## src/rtl/router_pkg.sv

```systemverilog
// rtl/router_pkg.sv - shared constants, header type and helpers for the deflection router
package router_pkg;

  localparam int ADDR_W    = 6;
  localparam int NUM_PORTS = 4;
  localparam int PORT_N    = 0;
  localparam int PORT_S    = 1;
  localparam int PORT_E    = 2;
  localparam int PORT_W    = 3;

  // Width-independent part of a flit; modules wrap it with their own payload width.
  typedef struct packed {
    logic              valid;
    logic [ADDR_W-1:0] addr;
  } flit_hdr_t;

  function automatic logic flit_valid(input flit_hdr_t hdr);
    return hdr.valid;
  endfunction

endpackage

```

## src/rtl/eject_fifo.sv

```systemverilog
// rtl/eject_fifo.sv - synchronous FIFO with occupancy count and registered-state head
module eject_fifo #(
  parameter int W     = 22,
  parameter int DEPTH = 4
) (
  input  logic                     clk,
  input  logic                     rst_n,
  input  logic                     push_i,
  input  logic [W-1:0]             push_data_i,
  input  logic                     pop_i,
  output logic                     full_o,
  output logic                     empty_o,
  output logic [$clog2(DEPTH):0]   count_o,
  output logic [W-1:0]             head_o
);

  localparam int AW = $clog2(DEPTH);
  localparam int CW = AW + 1;

  logic [W-1:0]  mem [DEPTH];
  logic [AW-1:0] wr_q, wr_d, rd_q, rd_d;
  logic [CW-1:0] count_q, count_d;
  logic          do_push, do_pop;

  assign full_o  = (count_q == CW'(DEPTH));
  assign empty_o = (count_q == '0);
  assign do_push = push_i && !full_o;
  assign do_pop  = pop_i && !empty_o;

  always_comb begin
    wr_d    = wr_q;
    rd_d    = rd_q;
    count_d = count_q + CW'(do_push) - CW'(do_pop);
    if (do_push) wr_d = wr_q + AW'(1);
    if (do_pop)  rd_d = rd_q + AW'(1);
  end

  always_ff @(posedge clk or negedge rst_n) begin
    if (!rst_n) begin
      wr_q    <= '0;
      rd_q    <= '0;
      count_q <= '0;
    end else begin
      wr_q    <= wr_d;
      rd_q    <= rd_d;
      count_q <= count_d;
    end
  end

  // Storage needs no reset: pointers and count define which entries are live.
  always_ff @(posedge clk) begin
    if (do_push) mem[wr_q] <= push_data_i;
  end

  assign count_o = count_q;
  assign head_o  = empty_o ? '0 : mem[rd_q];

endmodule

```

## src/rtl/deflect_ejector.sv

```systemverilog
// rtl/deflect_ejector.sv - removes at most one locally addressed flit per cycle into an ejection FIFO
module deflect_ejector
  import router_pkg::*;
#(
  parameter int LOCAL_ROW  = 4,
  parameter int LOCAL_COL  = 4,
  parameter int DW         = 16,
  parameter int FIFO_DEPTH = 4
) (
  input  logic                          clk,
  input  logic                          rst_n,
  input  logic [DW+6:0]                 north_in,
  input  logic [DW+6:0]                 south_in,
  input  logic [DW+6:0]                 east_in,
  input  logic [DW+6:0]                 west_in,
  output logic [DW+6:0]                 north_out,
  output logic [DW+6:0]                 south_out,
  output logic [DW+6:0]                 east_out,
  output logic [DW+6:0]                 west_out,
  output logic [DW+5:0]                 ej_flit,
  output logic                          ej_valid,
  input  logic                          ej_ready,
  output logic [$clog2(FIFO_DEPTH):0]   ej_count
);

  localparam logic [ADDR_W-1:0] LOCAL_ADDR = {LOCAL_ROW[2:0], LOCAL_COL[2:0]};

  typedef struct packed {
    logic              valid;
    logic [ADDR_W-1:0] addr;
    logic [DW-1:0]     payload;
  } flit_t;

  flit_t          in_f  [NUM_PORTS];
  flit_t          out_q [NUM_PORTS];
  flit_t          out_d [NUM_PORTS];
  logic [1:0]     rr_q, rr_d, grant;
  logic [3:0]     match;
  logic           found, eject, fifo_full, fifo_empty;
  logic [DW+5:0]  push_data;

  assign in_f[PORT_N] = north_in;
  assign in_f[PORT_S] = south_in;
  assign in_f[PORT_E] = east_in;
  assign in_f[PORT_W] = west_in;

  always_comb begin
    match = '0;
    for (int p = 0; p < NUM_PORTS; p++) begin
      match[p] = flit_valid({in_f[p].valid, in_f[p].addr}) && (in_f[p].addr == LOCAL_ADDR);
    end
  end

  // Round-robin scan starting at rr_q; 2-bit index arithmetic wraps modulo four.
  always_comb begin
    grant = rr_q;
    found = 1'b0;
    for (int i = 0; i < NUM_PORTS; i++) begin
      if (!found && match[rr_q + 2'(i)]) begin
        grant = rr_q + 2'(i);
        found = 1'b1;
      end
    end
  end

  assign eject = found && !fifo_full;

  always_comb begin
    rr_d = eject ? grant + 2'd1 : rr_q;
    for (int p = 0; p < NUM_PORTS; p++) begin
      out_d[p] = in_f[p].valid ? in_f[p] : '0;
      if (eject && (grant == 2'(p))) out_d[p] = '0;
    end
  end

  always_ff @(posedge clk or negedge rst_n) begin
    if (!rst_n) begin
      rr_q <= '0;
      for (int p = 0; p < NUM_PORTS; p++) out_q[p] <= '0;
    end else begin
      rr_q <= rr_d;
      for (int p = 0; p < NUM_PORTS; p++) out_q[p] <= out_d[p];
    end
  end

  assign push_data = {in_f[grant].addr, in_f[grant].payload};

  eject_fifo #(
    .W     (DW + ADDR_W),
    .DEPTH (FIFO_DEPTH)
  ) u_eject_fifo (
    .clk         (clk),
    .rst_n       (rst_n),
    .push_i      (eject),
    .push_data_i (push_data),
    .pop_i       (ej_ready),
    .full_o      (fifo_full),
    .empty_o     (fifo_empty),
    .count_o     (ej_count),
    .head_o      (ej_flit)
  );

  assign ej_valid  = !fifo_empty;
  assign north_out = out_q[PORT_N];
  assign south_out = out_q[PORT_S];
  assign east_out  = out_q[PORT_E];
  assign west_out  = out_q[PORT_W];

endmodule

```

## config.mk

```make
export PLATFORM = sky130hd
export DESIGN_NAME = deflect_ejector
export DESIGN_NICKNAME = d
export VERILOG_FILES = /design/src/rtl/router_pkg.sv /design/src/rtl/eject_fifo.sv /design/src/rtl/deflect_ejector.sv
export SDC_FILE = /design/constraint.sdc
export NUM_CORES = 1
export LEC_CHECK = 0
export BUFFER_PORTS_ARGS = -buffer_cell sky130_fd_sc_hd__buf_4
export CAP_MARGIN = 15
export CELL_PAD_IN_SITES_DETAIL_PLACEMENT = 1
export CELL_PAD_IN_SITES_GLOBAL_PLACEMENT = 1
export CORE_AREA = 2 2 126 140
export CTS_CLUSTER_DIAMETER = 150
export CTS_CLUSTER_SIZE = 30
export DETAILED_ROUTE_END_ITERATION = 8
export DIE_AREA = 0 0 128 142
export GPL_TIMING_DRIVEN = 0
export PLACE_DENSITY_LB_ADDON = 0.1
export SETUP_SLACK_MARGIN = 0.1
export SYNTH_ARGS = -nofsm -noshare
export SYNTH_HDL_FRONTEND = slang
export SYNTH_SLANG_ARGS = --single-unit
```

## constraint.sdc

```tcl
create_clock -name clk -period 6.3 [get_ports clk]
set_input_delay 0.63 -clock clk [delete_from_list [all_inputs] [get_ports clk]]
set_output_delay 0.63 -clock clk [all_outputs]
set_load 0.005 [all_outputs]
```

==> results_dict.tcl, run 1 <==
set metrics [dict create \
    viasPerCell 5.17 \
    vias 4641 \
    fin_util 0.601 \
    min_period_ns 3.77 \
    grt_setup_unrepaired "no" \
    synth_top_area_cell "edfxtp_1" \
    relSlewSlack 0.268 \
    seq_area_frac_synth 0.686 \
    slew_viol_final 0 \
    dp_cells 862 \
    maxCapViolations 0 \
    drt-total-wl_mm 20.5 \
    ant_nets 0 \
    max-vdd-ir-drop_mv 0.205 \
    netlist_top_cells_area "edfxtp_1, dfrtp_1, and2_1, mux4_2, mux4_1" \
    routedWlPerCell_um 22.9 \
    synth_nets 547 \
    cts_resized 0 \
    fmax_ghz 0.265 \
    clk_pin_slew_ns 0.08 \
    p_leak_uw 0.00439 \
    cts.sinks 189 \
    numCtsBuffers 17 \
    postCtsHoldBufs 0 \
    netlist_area_um2 7540 \
    yosysUniqueCellTypes 35 \
    grt_max_degree 55 \
    grt_pass1_vias 5205 \
    core_um2 16800 \
    rows 50 \
    synth_top_cell_area_share 0.351 \
    hp-class "input port to asynchronous set/reset pin" \
    drcViolationCount 0 \
    finalClockSkew_ns 0.00903 \
    drtIter0Drc 172 \
    worst_pin_slew_ns 1.10 \
    cp-start-kind "input port" \
    ios 213 \
    die_height_um 142 \
    fin_crit_sh 0.598 \
    initial_utilization 0.450 \
    p_per_area_nw_per_um2 371 \
    diodes 0 \
    path_class "input port to flop" \
    crit_arrival_ns 4.13 \
    die_w_um 128 \
    clock_path_buffers 2 \
    finalHoldViolations 0 \
    setup_tns_ns 0 \
    required_ns 6.66 \
    firstDrtPassIters 4 \
    grt_usage 0.238 \
    yosys_warnings 0 \
    routabilityCongestion 0.808 \
    setup_viol 0 \
    area_growth_pct 33.7 \
    io_buffers 212 \
    cts_htree_levels 4 \
    outcome "finished clean" \
    grt_pass1_wl_mm 31.2 \
    antenna_found_initial 0 \
    cp-end-kind "flop" \
    overflow 0 \
    synthCells 441 \
    path_max_fanout 11 \
    clk_latency_ns 0.43 \
    post_cts_buffers 0 \
    cts_tree "done" \
    clockRootBuffer "clkbuf_16" \
    finalNetCount 782 \
    synth.avg_cell_area_um2 17.1 \
    ys_ff_latch 189 \
    dieArea_um2 18200 \
    dp_hpwl_mm 15.3 \
    instances_no_fill 897 \
    final_layout_size_suffix_gt1_frac 0.417 \
]
==> cells in the mapped netlist, drive strengths merged <==
| library cell | number |
|---|---|
| a211o | 1 |
| a21boi | 4 |
| a21oi | 3 |
| a2bb2oi | 1 |
| and2 | 115 |
| and3 | 1 |
| buf | 9 |
| clkbuf | 14 |
| dfrtp | 101 |
| edfxtp | 88 |
| fa | 1 |
| ha | 10 |
| inv | 8 |
| mux2 | 1 |
| mux2i | 12 |
| mux4 | 40 |
| nand2 | 6 |
| nand4b | 4 |
| nor2 | 4 |
| nor4 | 1 |
| nor4b | 1 |
| o211a | 2 |
| o21ai | 2 |
| o22a | 1 |
| o22ai | 1 |
| or2 | 1 |
| or3 | 1 |
| or4 | 3 |
| xnor2 | 4 |
| xor2 | 1 |
==> worst max-delay path, stage by stage <==
cell and delay, ns:
buf_4 0.12, nand4b_1 0.19, or4_1 0.41, buf_2 0.17, a21oi_1 0.18, o211a_1 0.15
buf_2 0.21, buf_2 0.35, inv_1 0.11, ha_1 0.19, a21boi_0 0.72, clkbuf_1 0.49
and2_1 0.21
==> report_power, final <==
part | switching [uW] | internal (uW) | total [uW]
clock | 504 | 568 | 1070
sequential | 52.5 | 1460 | 1510
combinational | 556 | 600 | 1160
==> final timing paths <==
check	end	start	slack, ns	cells past startpoint
worst max-delay path	east_out[12]	south_in[20]	2.53	13
worst min-delay path	east_out[5]	rst_n	0.21	1
worst max register to register	east_out[12]	rr_q[1]	3.07	10
worst min register to register	u_eject_fifo.count_o[2]	u_eject_fifo.count_o[1]	0.60	1
max in group asynchronous	rr_q[0]	rst_n	5.39	2
min in group clk	south_out[3]	south_in[3]	0.41	2
==> per-layer routing <==
| layer | GRT usage | part of all wire | wire length (um) |
|---|---|---|---|
| met1 | 0.296 | 0.40 | 8220 |
| met2 | 0.397 | 0.51 | 10400 |
| met3 | 0.0763 | 0.076 | 1560 |
| met4 | 0.0787 | 0.018 | 363 |
| met5 | 0 | 0 | 0 |
==> final cells by class <==
cell class	instances	area, um^2
sequential	189	5170
inverter	8	30.0
fill	1593	6690
clock buffer	17	425
timing repair buffer	216	1690
multi-input combinational	221	2210
clock inverter	15	169
buffer	23	123
tap	208	260
==> through the flow <==
step                hold slack, ns  instance area (um^2)  setup slack, ns  total power [uW]
floorplan                    0.334                  7540             3.27              2190
global placement             0.563                  9390             2.17              2660
detailed placement           0.607                  9420             2.07              2710
CTS                          0.230                 10000             2.52              3780
global route                 0.249                 10100             2.35              3930
finish                       0.209                 10100             2.53              3740
==> cell families after synthesis <==
| family | after synthesis | synth area share |
|---|---|---|
| fa+ha+maj | 11 | 0.0193 |
| compound gates | 15 | 0.0143 |
| xor+xnor | 5 | 0.00581 |
| mux | 53 | 0.142 |
| flops | 189 | 0.686 |
| buf+inv | 31 | 0.0203 |
| simple gates | 137 | 0.113 |
==> flip-flops by register name, summed over array words and instances, names as in the netlist <==
signal	count
south_out	23
west_out	23
u_eject_fifo.rd_q	2
u_eject_fifo.count_o	3
rr_q	2
u_eject_fifo.wr_q	2
north_out	23
u_eject_fifo.mem	88
east_out	23
==> placed cells by master (no fill, tap or decap), types with 3 or more instances in the layout <==
master and n:
buf_4 212, and2_1 115, dfrtp_1 101, edfxtp_1 88
mux4_2 30, clkbuf_16 17, clkbuf_1 14, mux2i_1 12
mux4_1 10, ha_1 10, inv_1 8, nand2_1 6
inv_8 5, nand4b_1 4, buf_2 4, nor2_1 4
xnor2_1 4, inv_6 4, or4_1 3, a21oi_1 3
buf_6 3, clkinv_4 3, buf_16 3
Power figures use the tool's default switching activity.
==> run 2, diff against run 1 <==
--- a/config.mk
+++ b/config.mk
@@ -9,11 +9,11 @@
 export CAP_MARGIN = 15
 export CELL_PAD_IN_SITES_DETAIL_PLACEMENT = 1
 export CELL_PAD_IN_SITES_GLOBAL_PLACEMENT = 1
-export CORE_AREA = 2 2 126 140
+export CORE_AREA = 2 2 138 153
 export CTS_CLUSTER_DIAMETER = 150
 export CTS_CLUSTER_SIZE = 30
 export DETAILED_ROUTE_END_ITERATION = 8
-export DIE_AREA = 0 0 128 142
+export DIE_AREA = 0 0 140 155
 export GPL_TIMING_DRIVEN = 0
 export PLACE_DENSITY_LB_ADDON = 0.1
 export SETUP_SLACK_MARGIN = 0.1
==> constraint.sdc (replaced) <==
create_clock -name clk -period 3.1 [get_ports clk]
set_input_delay 0.31 -clock clk [delete_from_list [all_inputs] [get_ports clk]]
set_output_delay 0.31 -clock clk [all_outputs]
set_load 0.005 [all_outputs]
==> results_dict.tcl, run 2 (same netlist as run 1, synthesis figures left out) <==
set metrics [dict create \
    die_w_um 140 \
    initial_utilization 0.371 \
    r2r_start "rr_q[1]" \
    max-vdd-ir-drop_mv 0.397 \
    power.internal_uw 5310 \
    p_per_area_nw_per_um2 747 \
    cp-end-kind "flop" \
    post-place-ws_ns -0.752 \
    power_frac_comb 0.311 \
    fmax_ghz 0.350 \
    swShare 0.307 \
    worst_slack_ns 0.246 \
    hp-class "input port to flop" \
    routedWlPerCell_um 21.6 \
    core_um2 20300 \
    cts_tree "done" \
    setup_viol 0 \
    regToRegEndpoint "north_out[3]" \
    path_class "input port to flop" \
    numCtsBuffers 17 \
    clk_latency_ns 0.43 \
    most-common-layout-cells "buf_4, and2_1, dfrtp_1" \
    largest_register_ffs 88 \
    r2r_slack_ns 0.41 \
    fin_util 0.505 \
    fin_crit_sh 0.921 \
    grt_pass1_vias 5150 \
    final_layout_size_suffix_gt1_frac 0.445 \
    whs_path_depth 2 \
    regMostFlops "u_eject_fifo.mem" \
    finalHoldViolations 0 \
    p_leak_uw 0.00446 \
    clockRootBuffer "clkbuf_16" \
    cts.sinks 189 \
    mostFrequentLayoutCell "buf_4" \
    pwr-share-clk 0.287 \
    clk_pin_slew_ns 0.08 \
    min_period_ns 2.85 \
    finalNetCount 785 \
    placed_area_um2 9590 \
    cts_htree_levels 4 \
    seq_power_share 0.401 \
    io_buffers 212 \
    slew_viol_final 0 \
    switching_power_uw 2350 \
    required_ns 3.47 \
    maxCapViolations 0 \
    outcome "finished with violations" \
    drcViolationCount 2 \
    grt_max_degree 54 \
    ant_nets 0 \
    cp-start-kind "input port" \
    antenna_found_initial 0 \
    ios 213 \
    stdcell_area_um2 10300 \
    overflow 0 \
    grt_setup_unrepaired "no" \
    firstDrtPassIters 8 \
    dieArea_um2 21700 \
    diodes 0 \
    drt-total-wl_mm 20.5 \
    drtIter0Drc 168 \
    grt_pass1_wl_mm 31.1 \
    finalClockSkew_ns 0.00903 \
    clock_path_buffers 2 \
    viasPerCell 4.90 \
    worst_pin_slew_ns 0.669 \
    crit_arrival_ns 3.22 \
    worstRegToRegCells 10 \
    violations "design-rule violations" \
    routabilityCongestion 0.802 \
    path_max_fanout 11 \
    relSlewSlack 0.554 \
    dp_cells 914 \
    area_growth_pct 36.1 \
    instances_no_fill 948 \
    grt_usage 0.196 \
    die_height_um 155 \
    setup_tns_ns 0 \
    vias 4643 \
    dp_hpwl_mm 15.7 \
    hold_end "north_out[5]" \
    hold_start "north_in[5]" \
    rows 55 \
]
-- run 2: through the flow --
step,hold slack (ns),power [uW]
global placement,0.527,5450
CTS,0.0675,7780
finish,0.0886,7660
floorplan,0.0144,4440
detailed placement,0.391,5550
global route,0.0700,8040
-- run 2: metal layers --
layer | GRT usage | part of all wire
met1 | 0.237 | 0.41
met4 | 0.0611 | 0.019
met2 | 0.336 | 0.51
met5 | 0 | 0
met3 | 0.0640 | 0.065
-- run 2: worst max-delay path, stage by stage --
cell      delay [ns]
buf_4           0.12
nand4b_1        0.19
or4_1           0.41
buf_2           0.16
a21oi_1         0.17
o211a_1         0.14
buf_2           0.23
buf_2           0.36
inv_1           0.13
ha_1            0.22
a21boi_2        0.27
clkbuf_2        0.32
and2_1          0.18
-- run 2: power by group through the flow --
stage / Clock [uW] / Combinational (uW) / Sequential, uW
2_1_floorplan: 0 / 1340 / 3110
3_3_place_gp: 0 / 2330 / 3120
3_5_place_dp: 0 / 2420 / 3130
4_1_cts: 2260 / 2440 / 3080
5_1_grt: 2350 / 2600 / 3090
6_report: 2200 / 2380 / 3070
-- run 2: cell type report --
cell class                 instances  area, um^2
clock buffer                      17         425
multi-input combinational        221        2240
inverter                           8        30.0
fill                            1972       10000
clock inverter                    15         181
timing repair buffer             219        1750
sequential                       189        5170
tap                              256         320
buffer                            23         140
-- run 2: worst max path at each step --
stage	depth (start not counted)	endpoint	slack [ns]	start
after floorplan	12	east_out[13]	0.39	south_in[20]
after global placement	13	east_out[5]	-0.65	south_in[20]
after detailed placement	13	east_out[9]	-0.75	west_in[20]
after CTS	13	east_out[12]	0.11	south_in[20]
after global routing	5	ej_flit[9]	0.10	u_eject_fifo.rd_q[0]
final	13	north_out[3]	0.25	south_in[20]
-- run 2: timing repair --
action | CTS | global route
hold buffers | 1 | 0
endpoints found under the setup margin | 97 | 171
resized for setup | 13 | 15
endpoints found under the hold margin | 48 | 0
pin swaps | 0 | 1
buffers inserted | 0 | 1
==> run 3, diff against run 2 <==
--- a/config.mk
+++ b/config.mk
@@ -9,14 +9,15 @@
 export CAP_MARGIN = 15
 export CELL_PAD_IN_SITES_DETAIL_PLACEMENT = 1
 export CELL_PAD_IN_SITES_GLOBAL_PLACEMENT = 1
-export CORE_AREA = 2 2 138 153
+export CORE_AREA = 2 2 185 115
 export CTS_CLUSTER_DIAMETER = 150
 export CTS_CLUSTER_SIZE = 30
 export DETAILED_ROUTE_END_ITERATION = 8
-export DIE_AREA = 0 0 140 155
+export DIE_AREA = 0 0 187 117
 export GPL_TIMING_DRIVEN = 0
 export PLACE_DENSITY_LB_ADDON = 0.1
 export SETUP_SLACK_MARGIN = 0.1
+export SLEW_MARGIN = 20
 export SYNTH_ARGS = -nofsm -noshare
 export SYNTH_HDL_FRONTEND = slang
 export SYNTH_SLANG_ARGS = --single-unit
==> results_dict.tcl, run 3 (same netlist as run 1, synthesis figures left out) <==
set metrics [dict create \
    dieArea_um2 21900 \
    core_um2 20400 \
    dp_hpwl_mm 16.4 \
    cts.sinks 189 \
    finalHoldViolations 9 \
    initial_utilization 0.370 \
    regMostFlops "u_eject_fifo.mem" \
    min_period_ns 2.84 \
    cp-end-kind "flop" \
    cp_num_buf_inv 6 \
    final_layout_size_suffix_gt1_frac 0.438 \
    drtIter0Drc 281 \
    grt_pass1_vias 5192 \
    crit_slowest_cell "or4_1" \
    fmax_ghz 0.352 \
    finalNetCount 778 \
    io_buffers 212 \
    firstDrtPassIters 6 \
    routedWlPerCell_um 22.9 \
    area_growth_pct 34.5 \
    grt_usage 0.209 \
    most-common-layout-cells "buf_4, and2_1, dfrtp_1" \
    grt_pass1_wl_mm 32.7 \
    cts_resized 14 \
    postCtsHoldBufs 0 \
    ant_nets 0 \
    fin_crit_sh 0.916 \
    clk_latency_ns 0.43 \
    antenna_found_initial 1 \
    holdWs_ns -0.0355 \
    power_uw 7790 \
    post-place-ws_ns -0.800 \
    fin_util 0.498 \
    crit_arrival_ns 3.20 \
    worstRegToRegCells 11 \
    drcViolationCount 0 \
    p_leak_uw 0.00440 \
    clockRootBuffer "clkbuf_16" \
    crit_start "west_in[20]" \
    path_cells "buf_4 -> nand4b_1 -> or4_1 -> nand2_1 -> o211a_1 -> buf_6 -> buf_12 -> buf_6 -> inv_1 -> ha_1 -> a21boi_1 -> clkbuf_2 -> and2_1" \
    dp_cells 932 \
    regToRegEndpoint "south_out[16]" \
    clk_pin_slew_ns 0.07 \
    numCtsBuffers 17 \
    path_max_fanout 11 \
    grt_max_degree 102 \
    vias 4691 \
    instances_no_fill 965 \
    path_class "input port to flop" \
    p_per_area_nw_per_um2 769 \
    worst_slack_ns 0.260 \
    relSlewSlack 0.361 \
    viasPerCell 4.86 \
    setup_viol 0 \
    setup_tns_ns 0 \
    worst_pin_slew_ns 0.959 \
    max-vdd-ir-drop_mv 0.383 \
    violations "negative hold slack" \
    die_w_um 187 \
    cpPeakStageDelay_ns 0.49 \
    cts_htree_levels 4 \
    die_height_um 117 \
    largest_register_ffs 88 \
    cp-start-kind "input port" \
    required_ns 3.46 \
    grt_setup_unrepaired "yes" \
    cts_tree "done" \
    overflow 0 \
    hp-class "input port to asynchronous set/reset pin" \
    cp_top_family "buffers and inverters" \
    r2r_start "rr_q[1]" \
    mostFrequentLayoutCell "buf_4" \
    r2r_slack_ns 0.42 \
    drt-total-wl_mm 22.1 \
    maxCapViolations 0 \
    finalClockSkew_ns 0.0131 \
    rows 41 \
    clock_path_buffers 2 \
    ios 213 \
    timing.critical_path.mode_cell "buf_6" \
    slew_viol_final 0 \
    post_cts_buffers 0 \
    routabilityCongestion 0.804 \
    outcome "finished with violations" \
]
[run 3: changes by cell type in the layout (fill, tap and decap cells not counted), sizes merged]
cell / previous run / this run
clkinv: 5 / 3
clkbuf: 31 / 34
inv: 18 / 15
bufinv: 0 / 2
buf: 226 / 220
dlygate4sd3: 1 / 0
diode: 0 / 1
[run 3: layer usage]
layer / up-vias / global-route usage / wire length (um)
li1: 2052 / - / -
met1: 2451 / 0.291 / 10000
met2: 173 / 0.309 / 9670
met3: 15 / 0.0748 / 2120
met4: 0 / 0.0704 / 274
met5: - / 0 / 0
[run 3: layout make-up]
type | count | area, um^2
timing repair buffer | 212 | 1600
clock buffer | 20 | 458
multi-input combinational | 221 | 2240
fill | 2034 | 10200
antenna | 1 | 2.50
buffer | 23 | 145
tap | 279 | 349
clock inverter | 12 | 143
inverter | 8 | 30.0
sequential | 189 | 5170
[run 3: through the flow]
step / hold slack [ns] / area (um^2)
floorplan: 0.0144 / 7540
global placement: 0.528 / 9480
detailed placement: 0.503 / 9490
CTS: 0.0330 / 10100
global route: 0.0468 / 10100
finish: -0.0355 / 10100
[run 3: power by group]
group          switching (uW)  internal, uW  leakage, uW
registers                 106          2970      0.00208
logic                    1250          1230      0.00202
clock network             979          1260     0.000299
total                    2330          5460      0.00440
[run 3: how the worst max path moves through the flow]
stage / end / slack, ns / cells past startpoint
6_report: south_out[16] / 0.26 / 13
5_1_grt: u_eject_fifo.count_o[2] / 0.09 / 11
4_1_cts: east_out[12] / 0.05 / 13
3_5_place_dp: east_out[11] / -0.80 / 13
3_3_place_gp: east_out[10] / -0.67 / 13
2_1_floorplan: east_out[13] / 0.39 / 12
